<file path="src/rtl/lsu_pkg.sv">
// Shared types and helpers for the load/store split engine.
package lsu_pkg;

   typedef enum logic [2:0] {
      ST_IDLE,
      ST_REQ0,
      ST_WAIT0,
      ST_REQ1,
      ST_WAIT1,
      ST_RESP
   } lsu_state_t;

   localparam logic [1:0] SZ_B = 2'd0;
   localparam logic [1:0] SZ_H = 2'd1;
   localparam logic [1:0] SZ_W = 2'd2;
   localparam logic [1:0] SZ_D = 2'd3;

   // Byte-enable mask of a (1<<size)-byte access at byte offset off, spanning
   // two bus words: bits [nb-1:0] are beat 0, bits [2*nb-1:nb] are beat 1.
   function automatic logic [15:0] be_mask(input logic [1:0] size, input int off, input int nb);
      return 16'((((32'd1 << (32'd1 << size)) - 32'd1) << off) & ((32'd1 << (2 * nb)) - 32'd1));
   endfunction

endpackage

</file>
<file path="src/rtl/lsu_split_engine_align.sv">
// Combinational lane network: beat byte enables, lane-aligned store data,
// and load merge with sign/zero extension.
module lsu_align
   import lsu_pkg::*;
#(
   parameter int DATA_W = 32
) (
   input  logic [$clog2(DATA_W/8)-1:0] off,
   input  logic [1:0]                  size,
   input  logic                        sgn,
   input  logic [DATA_W-1:0]           wdata,
   input  logic [DATA_W-1:0]           rdata0,
   input  logic [DATA_W-1:0]           rdata1,
   output logic                        split,
   output logic [DATA_W/8-1:0]         be0,
   output logic [DATA_W/8-1:0]         be1,
   output logic [DATA_W-1:0]           wdata0,
   output logic [DATA_W-1:0]           wdata1,
   output logic [DATA_W-1:0]           ld_data
);
   localparam int NB = DATA_W / 8;
   localparam int MW = 2 * NB;

   logic [MW-1:0]       mask;
   logic [2*DATA_W-1:0] wide_w;
   logic [DATA_W-1:0]   raw;
   logic                sbit;
   int                  nbytes;
   int                  sh;

   // Place store data across two words, merge load words, then extend
   always_comb begin
      nbytes = 1 << size;
      sh     = 8 * int'(off);
      mask   = MW'(be_mask(size, int'(off), NB));
      split  = (int'(off) + nbytes) > NB;
      be0    = mask[NB-1:0];
      be1    = mask[MW-1:NB];
      wide_w = {{DATA_W{1'b0}}, wdata} << sh;
      wdata0 = wide_w[DATA_W-1:0];
      wdata1 = wide_w[2*DATA_W-1:DATA_W];
      raw    = DATA_W'({(split ? rdata1 : {DATA_W{1'b0}}), rdata0} >> sh);
      sbit   = 1'b0;
      for (int i = 0; i < NB; i++) begin
         if (i == nbytes - 1) sbit = sgn & raw[8*i+7];
      end
      ld_data = '0;
      for (int i = 0; i < NB; i++) begin
         ld_data[8*i +: 8] = (i < nbytes) ? raw[8*i +: 8] : {8{sbit}};
      end
   end

endmodule

</file>
<file path="src/rtl/lsu_split_engine.sv">
// Load/store engine between the pipeline and the data bus. One access at a
// time; bus-word-crossing accesses become two beats when LSU_MISALIGNED_EN is
// defined, otherwise they are rejected with resp_err_o.
module lsu_split_engine
   import lsu_pkg::*;
#(
   parameter int DATA_W = 32,
   parameter int ADDR_W = 32
) (
   input  logic                clk_i,
   input  logic                reset_i,
   input  logic                req_valid_i,
   output logic                req_ready_o,
   input  logic [ADDR_W-1:0]   req_addr_i,
   input  logic [DATA_W-1:0]   req_wdata_i,
   input  logic [1:0]          req_size_i,
   input  logic                req_we_i,
   input  logic                req_signed_i,
   output logic                resp_valid_o,
   output logic [DATA_W-1:0]   resp_rdata_o,
   output logic                resp_err_o,
   output logic                mem_req_o,
   input  logic                mem_gnt_i,
   output logic [ADDR_W-1:0]   mem_addr_o,
   output logic                mem_we_o,
   output logic [DATA_W/8-1:0] mem_be_o,
   output logic [DATA_W-1:0]   mem_wdata_o,
   input  logic                mem_rvalid_i,
   input  logic [DATA_W-1:0]   mem_rdata_i
);
   localparam int NB    = DATA_W / 8;
   localparam int OFF_W = $clog2(NB);
`ifdef LSU_MISALIGNED_EN
   localparam bit MIS_EN = 1'b1;
`else
   localparam bit MIS_EN = 1'b0;
`endif

   lsu_state_t        state, state_nxt;
   logic [OFF_W-1:0]  off_q, a_off;
   logic [1:0]        size_q, a_size;
   logic              we_q, sgn_q;
   logic [DATA_W-1:0] rdata0_q, a_rdata0;
   logic [NB-1:0]     be1_q;
   logic [DATA_W-1:0] wdata1_q;
   logic              split, acc_err;
   logic [NB-1:0]     be0, be1;
   logic [DATA_W-1:0] wdata0, wdata1, ld_data;

   // The lane network sees the live request in IDLE and the latched access after
   always_comb begin
      a_off    = off_q;
      a_size   = size_q;
      a_rdata0 = rdata0_q;
      if (state == ST_IDLE) begin
         a_off  = req_addr_i[OFF_W-1:0];
         a_size = req_size_i;
      end
      if (state == ST_WAIT0) a_rdata0 = mem_rdata_i;
   end

   lsu_align #(.DATA_W(DATA_W)) u_align (
      .off     (a_off),
      .size    (a_size),
      .sgn     (sgn_q),
      .wdata   (req_wdata_i),
      .rdata0  (a_rdata0),
      .rdata1  (mem_rdata_i),
      .split   (split),
      .be0     (be0),
      .be1     (be1),
      .wdata0  (wdata0),
      .wdata1  (wdata1),
      .ld_data (ld_data)
   );

   assign acc_err      = ((req_size_i == SZ_D) && (DATA_W == 32)) || (split && !MIS_EN);
   assign req_ready_o  = (state == ST_IDLE);
   assign mem_req_o    = (state == ST_REQ0) || (state == ST_REQ1);
   assign resp_valid_o = (state == ST_RESP);

   // Next-state sequencing of the one or two bus beats
   always_comb begin
      state_nxt = state;
      case (state)
         ST_IDLE:  if (req_valid_i) state_nxt = acc_err ? ST_RESP : ST_REQ0;
         ST_REQ0:  if (mem_gnt_i) state_nxt = ST_WAIT0;
         ST_WAIT0: if (mem_rvalid_i) state_nxt = (split && MIS_EN) ? ST_REQ1 : ST_RESP;
`ifdef LSU_MISALIGNED_EN
         ST_REQ1:  if (mem_gnt_i) state_nxt = ST_WAIT1;
         ST_WAIT1: if (mem_rvalid_i) state_nxt = ST_RESP;
`endif
         ST_RESP:  state_nxt = ST_IDLE;
         default:  state_nxt = ST_IDLE;
      endcase
   end

   // State register and registered bus/response outputs
   always_ff @(posedge clk_i or negedge reset_i) begin
      if (!reset_i) begin
         state        <= ST_IDLE;
         mem_addr_o   <= '0;
         mem_be_o     <= '0;
         mem_wdata_o  <= '0;
         mem_we_o     <= 1'b0;
         resp_rdata_o <= '0;
         resp_err_o   <= 1'b0;
      end else begin
         state        <= state_nxt;
         resp_rdata_o <= '0;
         resp_err_o   <= 1'b0;
         if (state == ST_IDLE && req_valid_i) begin
            if (acc_err) begin
               resp_err_o <= 1'b1;
            end else begin
               mem_addr_o  <= {req_addr_i[ADDR_W-1:OFF_W], {OFF_W{1'b0}}};
               mem_be_o    <= be0;
               mem_wdata_o <= wdata0;
               mem_we_o    <= req_we_i;
            end
         end
         // Second beat: next bus word, wrapping at the top of the address space
         if (state == ST_WAIT0 && state_nxt == ST_REQ1) begin
            mem_addr_o  <= mem_addr_o + ADDR_W'(NB);
            mem_be_o    <= be1_q;
            mem_wdata_o <= wdata1_q;
         end
         if ((state == ST_WAIT0 || state == ST_WAIT1) && state_nxt == ST_RESP) begin
            resp_rdata_o <= we_q ? '0 : ld_data;
         end
      end
   end

   // Access attributes and beat-0 read data; data path, not reset
   always_ff @(posedge clk_i) begin
      if (state == ST_IDLE && req_valid_i) begin
         off_q    <= req_addr_i[OFF_W-1:0];
         size_q   <= req_size_i;
         we_q     <= req_we_i;
         sgn_q    <= req_signed_i;
         be1_q    <= be1;
         wdata1_q <= wdata1;
      end
      if (state == ST_WAIT0 && mem_rvalid_i) rdata0_q <= mem_rdata_i;
   end

endmodule

</file>
<file path="config.mk">
export PLATFORM = sky130hd
export DESIGN_NAME = lsu_split_engine
export DESIGN_NICKNAME = d
export VERILOG_FILES = /design/src/rtl/lsu_pkg.sv /design/src/rtl/lsu_split_engine_align.sv /design/src/rtl/lsu_split_engine.sv
export SDC_FILE = /design/constraint.sdc
export NUM_CORES = 1
export LEC_CHECK = 0
export CAP_MARGIN = 0
export CORE_ASPECT_RATIO = 0.75
export CORE_MARGIN = 4
export CORE_UTILIZATION = 45
export CTS_CLUSTER_SIZE = 16
export DETAILED_ROUTE_END_ITERATION = 8
export PLACE_DENSITY = 0.76
export SETUP_SLACK_MARGIN = 0.4
export SLEW_MARGIN = 10
export SYNTH_ARGS = -nofsm -noshare
export SYNTH_HDL_FRONTEND = slang
export SYNTH_HIERARCHICAL = 1
export SYNTH_SLANG_ARGS = --single-unit
</file>
<file path="constraint.sdc">
create_clock -name clk_i -period 4.53 [get_ports clk_i]
set_input_delay 0.906 -clock clk_i [delete_from_list [all_inputs] [get_ports clk_i]]
set_output_delay 0.906 -clock clk_i [all_outputs]
set_load 0.05 [all_outputs]
</file>
==> impl_metrics.tcl <==
set metrics [dict create \
    status "finished clean" \
    relSlewSlack_pct 32.35 \
    p_sw_share_pct 43.76 \
    required_ns 4.83 \
    cp_common_cell "inv_1" \
    grt_start_max_net_pins 78 \
    drc 0 \
    preCtsSetupSlack_ns 0.09112 \
    r2r_start "state[0]$_DFF_PN0_" \
    num_antenna_cells 0 \
    r2r-end "mem_addr_o[23]$_DFFE_PN0P_" \
    antenna_found_initial 0 \
    cp_max_fo 37 \
    syn_inst 594 \
    slowest_stage "clkdlybuf4s50_1" \
    startpoint "req_size_i[1]" \
    rsz0062_at_grt "false" \
    fin_cells 1019 \
    grt_overflow 0 \
    p_total_mw 7.661 \
    viasPerCell 5.376 \
    hp-start "mem_addr_o[15]$_DFFE_PN0P_" \
    critPathMaxStageDelay_ns 0.47 \
    ys_warn_count 6 \
    gp_routability_congestion 0.8603 \
    leakage_nw 4.336 \
    combPwrFrac_pct 57.7 \
    cts_hold_buf 0 \
    wl_per_cell_um 19.75 \
    p_int_mw 4.309 \
    period_needed_ns 3.931 \
    tritoncts_num_sinks 141 \
    min_to "mem_addr_o[15]$_DFFE_PN0P_" \
    power_switching_mw 3.352 \
    avgSynthCellArea_um2 12.44 \
    crit_type "input port to flip-flop" \
    post-route-period-util_pct 86.79 \
    drt_wl_total_um 20130 \
    drt_iter0_markers 443 \
    hold_path.class "flip-flop to flip-flop" \
    setup_viol 0 \
    track_usage_pct 21.62 \
    cts_tree "done" \
    ant_nets 0 \
    maxCapViolations 0 \
    startpoint_type "input port" \
    vdd.ir_drop.worst_mv 0.4913 \
    insertion_delay_ns 0.42 \
    numPortBuffers 207 \
    via_count 5478 \
    nNetsFinal 905 \
    die_w_um 156.0 \
    place_hpwl_um 14320 \
    core_area_mm2 0.01607 \
    drtPass1Iterations 5 \
    holdWs_ns 0.5072 \
    dieArea_mm2 0.01855 \
    root_buffer "clkbuf_16" \
    p_per_area_mw_per_mm2 750.0 \
    place_inst 984 \
    crit_path_end_kind "flip-flop" \
    reg2reg_slack_ns 0.63 \
    fmax_mhz 254.4 \
    drive_gt1_share_pct 23.86 \
    cts_buffers 17 \
    die_h_um 119.0 \
    power_frac_clock_pct 17.8 \
    finalSetupTns_ns 0 \
    syn_area_mm2 0.007388 \
    sequentialPowerShare_pct 24.5 \
    timing_hold_violations_final 0 \
    h-tree-depth 4 \
    tightest_slew_ns 1.015 \
    first_global_vias 5732 \
    critPathArrivalTime_ns 4.23 \
    initial_utilization_pct 45.99 \
    core.rowCount 40 \
    cts_buffer_depth 2 \
    finalClockSkew_ns 0.009316 \
    r2r_cells 13 \
    ios 210 \
    area_growth_syn_to_layout_pct 38.26 \
    worst_slack_ns 0.5985 \
    grt_pass1_wl_um 31600 \
    drv_slew 0 \
    path_cells "clkdlybuf4s50_1 > mux2_2 > inv_1 > nand2_1 > xnor2_1 > ha_1 > or2_2 > o211ai_1 > inv_1 > a21oi_2 > nand3_4 > buf_12 > mux2_4" \
    holdPathStages 1 \
    clk_pin_slew_ns 0.06 \
]
==> critical path, delay by kind of cell <==
kind | cells | cell delay (ns)
buf+inv | 4 | 0.92
mux | 2 | 0.74
simple gates | 3 | 0.68
compound gates | 2 | 0.47
fa+ha+maj | 1 | 0.32
xor+xnor | 1 | 0.15
==> metal layers <==
layer | wire length [um] | global-route usage (%)
met5 | 0 | 0
met1 | 8800 | 30.24
met3 | 1597 | 5.558
met2 | 9402 | 33.07
met4 | 328 | 6.780
==> power by group through the flow <==
stage | combinational (mW) | sequential (mW) | clock [mW]
finish | 4.42 | 1.88 | 1.36
global route | 4.67 | 1.92 | 1.46
CTS | 4.38 | 1.88 | 1.39
detailed placement | 4.36 | 1.90 | 0
global placement | 4.28 | 1.88 | 0
floorplan | 2.09 | 2.89 | 0
==> worst max path at each step <==
stage                             endpoint  slack (ns)  cells after the start
6_report        mem_addr_o[23]$_DFFE_PN0P_        0.60                     13
5_1_grt         mem_addr_o[16]$_DFFE_PN0P_        0.39                     13
4_1_cts         mem_addr_o[23]$_DFFE_PN0P_        0.44                     13
3_5_place_dp    mem_addr_o[26]$_DFFE_PN0P_        0.09                     13
3_3_place_gp   mem_wdata_o[10]$_DFFE_PN0P_        0.24                     13
2_1_floorplan   mem_addr_o[23]$_DFFE_PN0P_        0.41                     15
==> per-stage QoR <==
| step | instance area, um^2 | util, % |
|---|---|---|
| after global placement | 9605 | 59.79 |
| final | 10210 | 63.58 |
| after detailed placement | 9605 | 59.79 |
| after global routing | 10210 | 63.58 |
| after CTS | 10190 | 63.42 |
| after floorplan | 7395 | - |
==> cell type report <==
type / count / area (um^2)
fillers: 1227 / 5851
flip-flops and latches: 141 / 3719
multi-input cells: 404 / 3407
repair buffers: 225 / 2217
clock buffers: 23 / 500.5
well taps: 210 / 262.8
clock inverters: 9 / 82.58
inverters: 7 / 26.28
==> sequential cells by signal (all words and copies together) (netlist names) <==
register and cells:
we_q 1, sgn_q 1, resp_err_o 1, state 3, mem_we_o 1, mem_addr_o 30, rdata0_q 32, mem_be_o 4
resp_rdata_o 32, size_q 2, mem_wdata_o 32, off_q 2
==> layout by cell type (no fill, tap or decap), drive strengths merged, types with 2 or more instances in the layout <==
master / count
nand3: 3
nand2: 43
o211ai: 10
mux2i: 34
mux2: 126
mux4: 7
clkinv: 7
buf: 19
conb: 2
nand2b: 4
clkdlybuf4s50: 206
a21oi: 39
nor2: 23
o21ai: 32
nand3b: 2
nor2b: 4
o2111ai: 2
or2: 3
a211o: 2
inv: 8
a21o: 8
dfrtp: 103
clkbuf: 23
ha: 4
and2: 42
edfxtp: 38
==> what timing repair did <==
item / 4_1_cts / 5_1_grt
resized for setup: 0 / 1
buffers inserted: 0 / 3
setup endpoints to repair: 0 / 58
No activity file was read; power rests on OpenSTA's default activity.
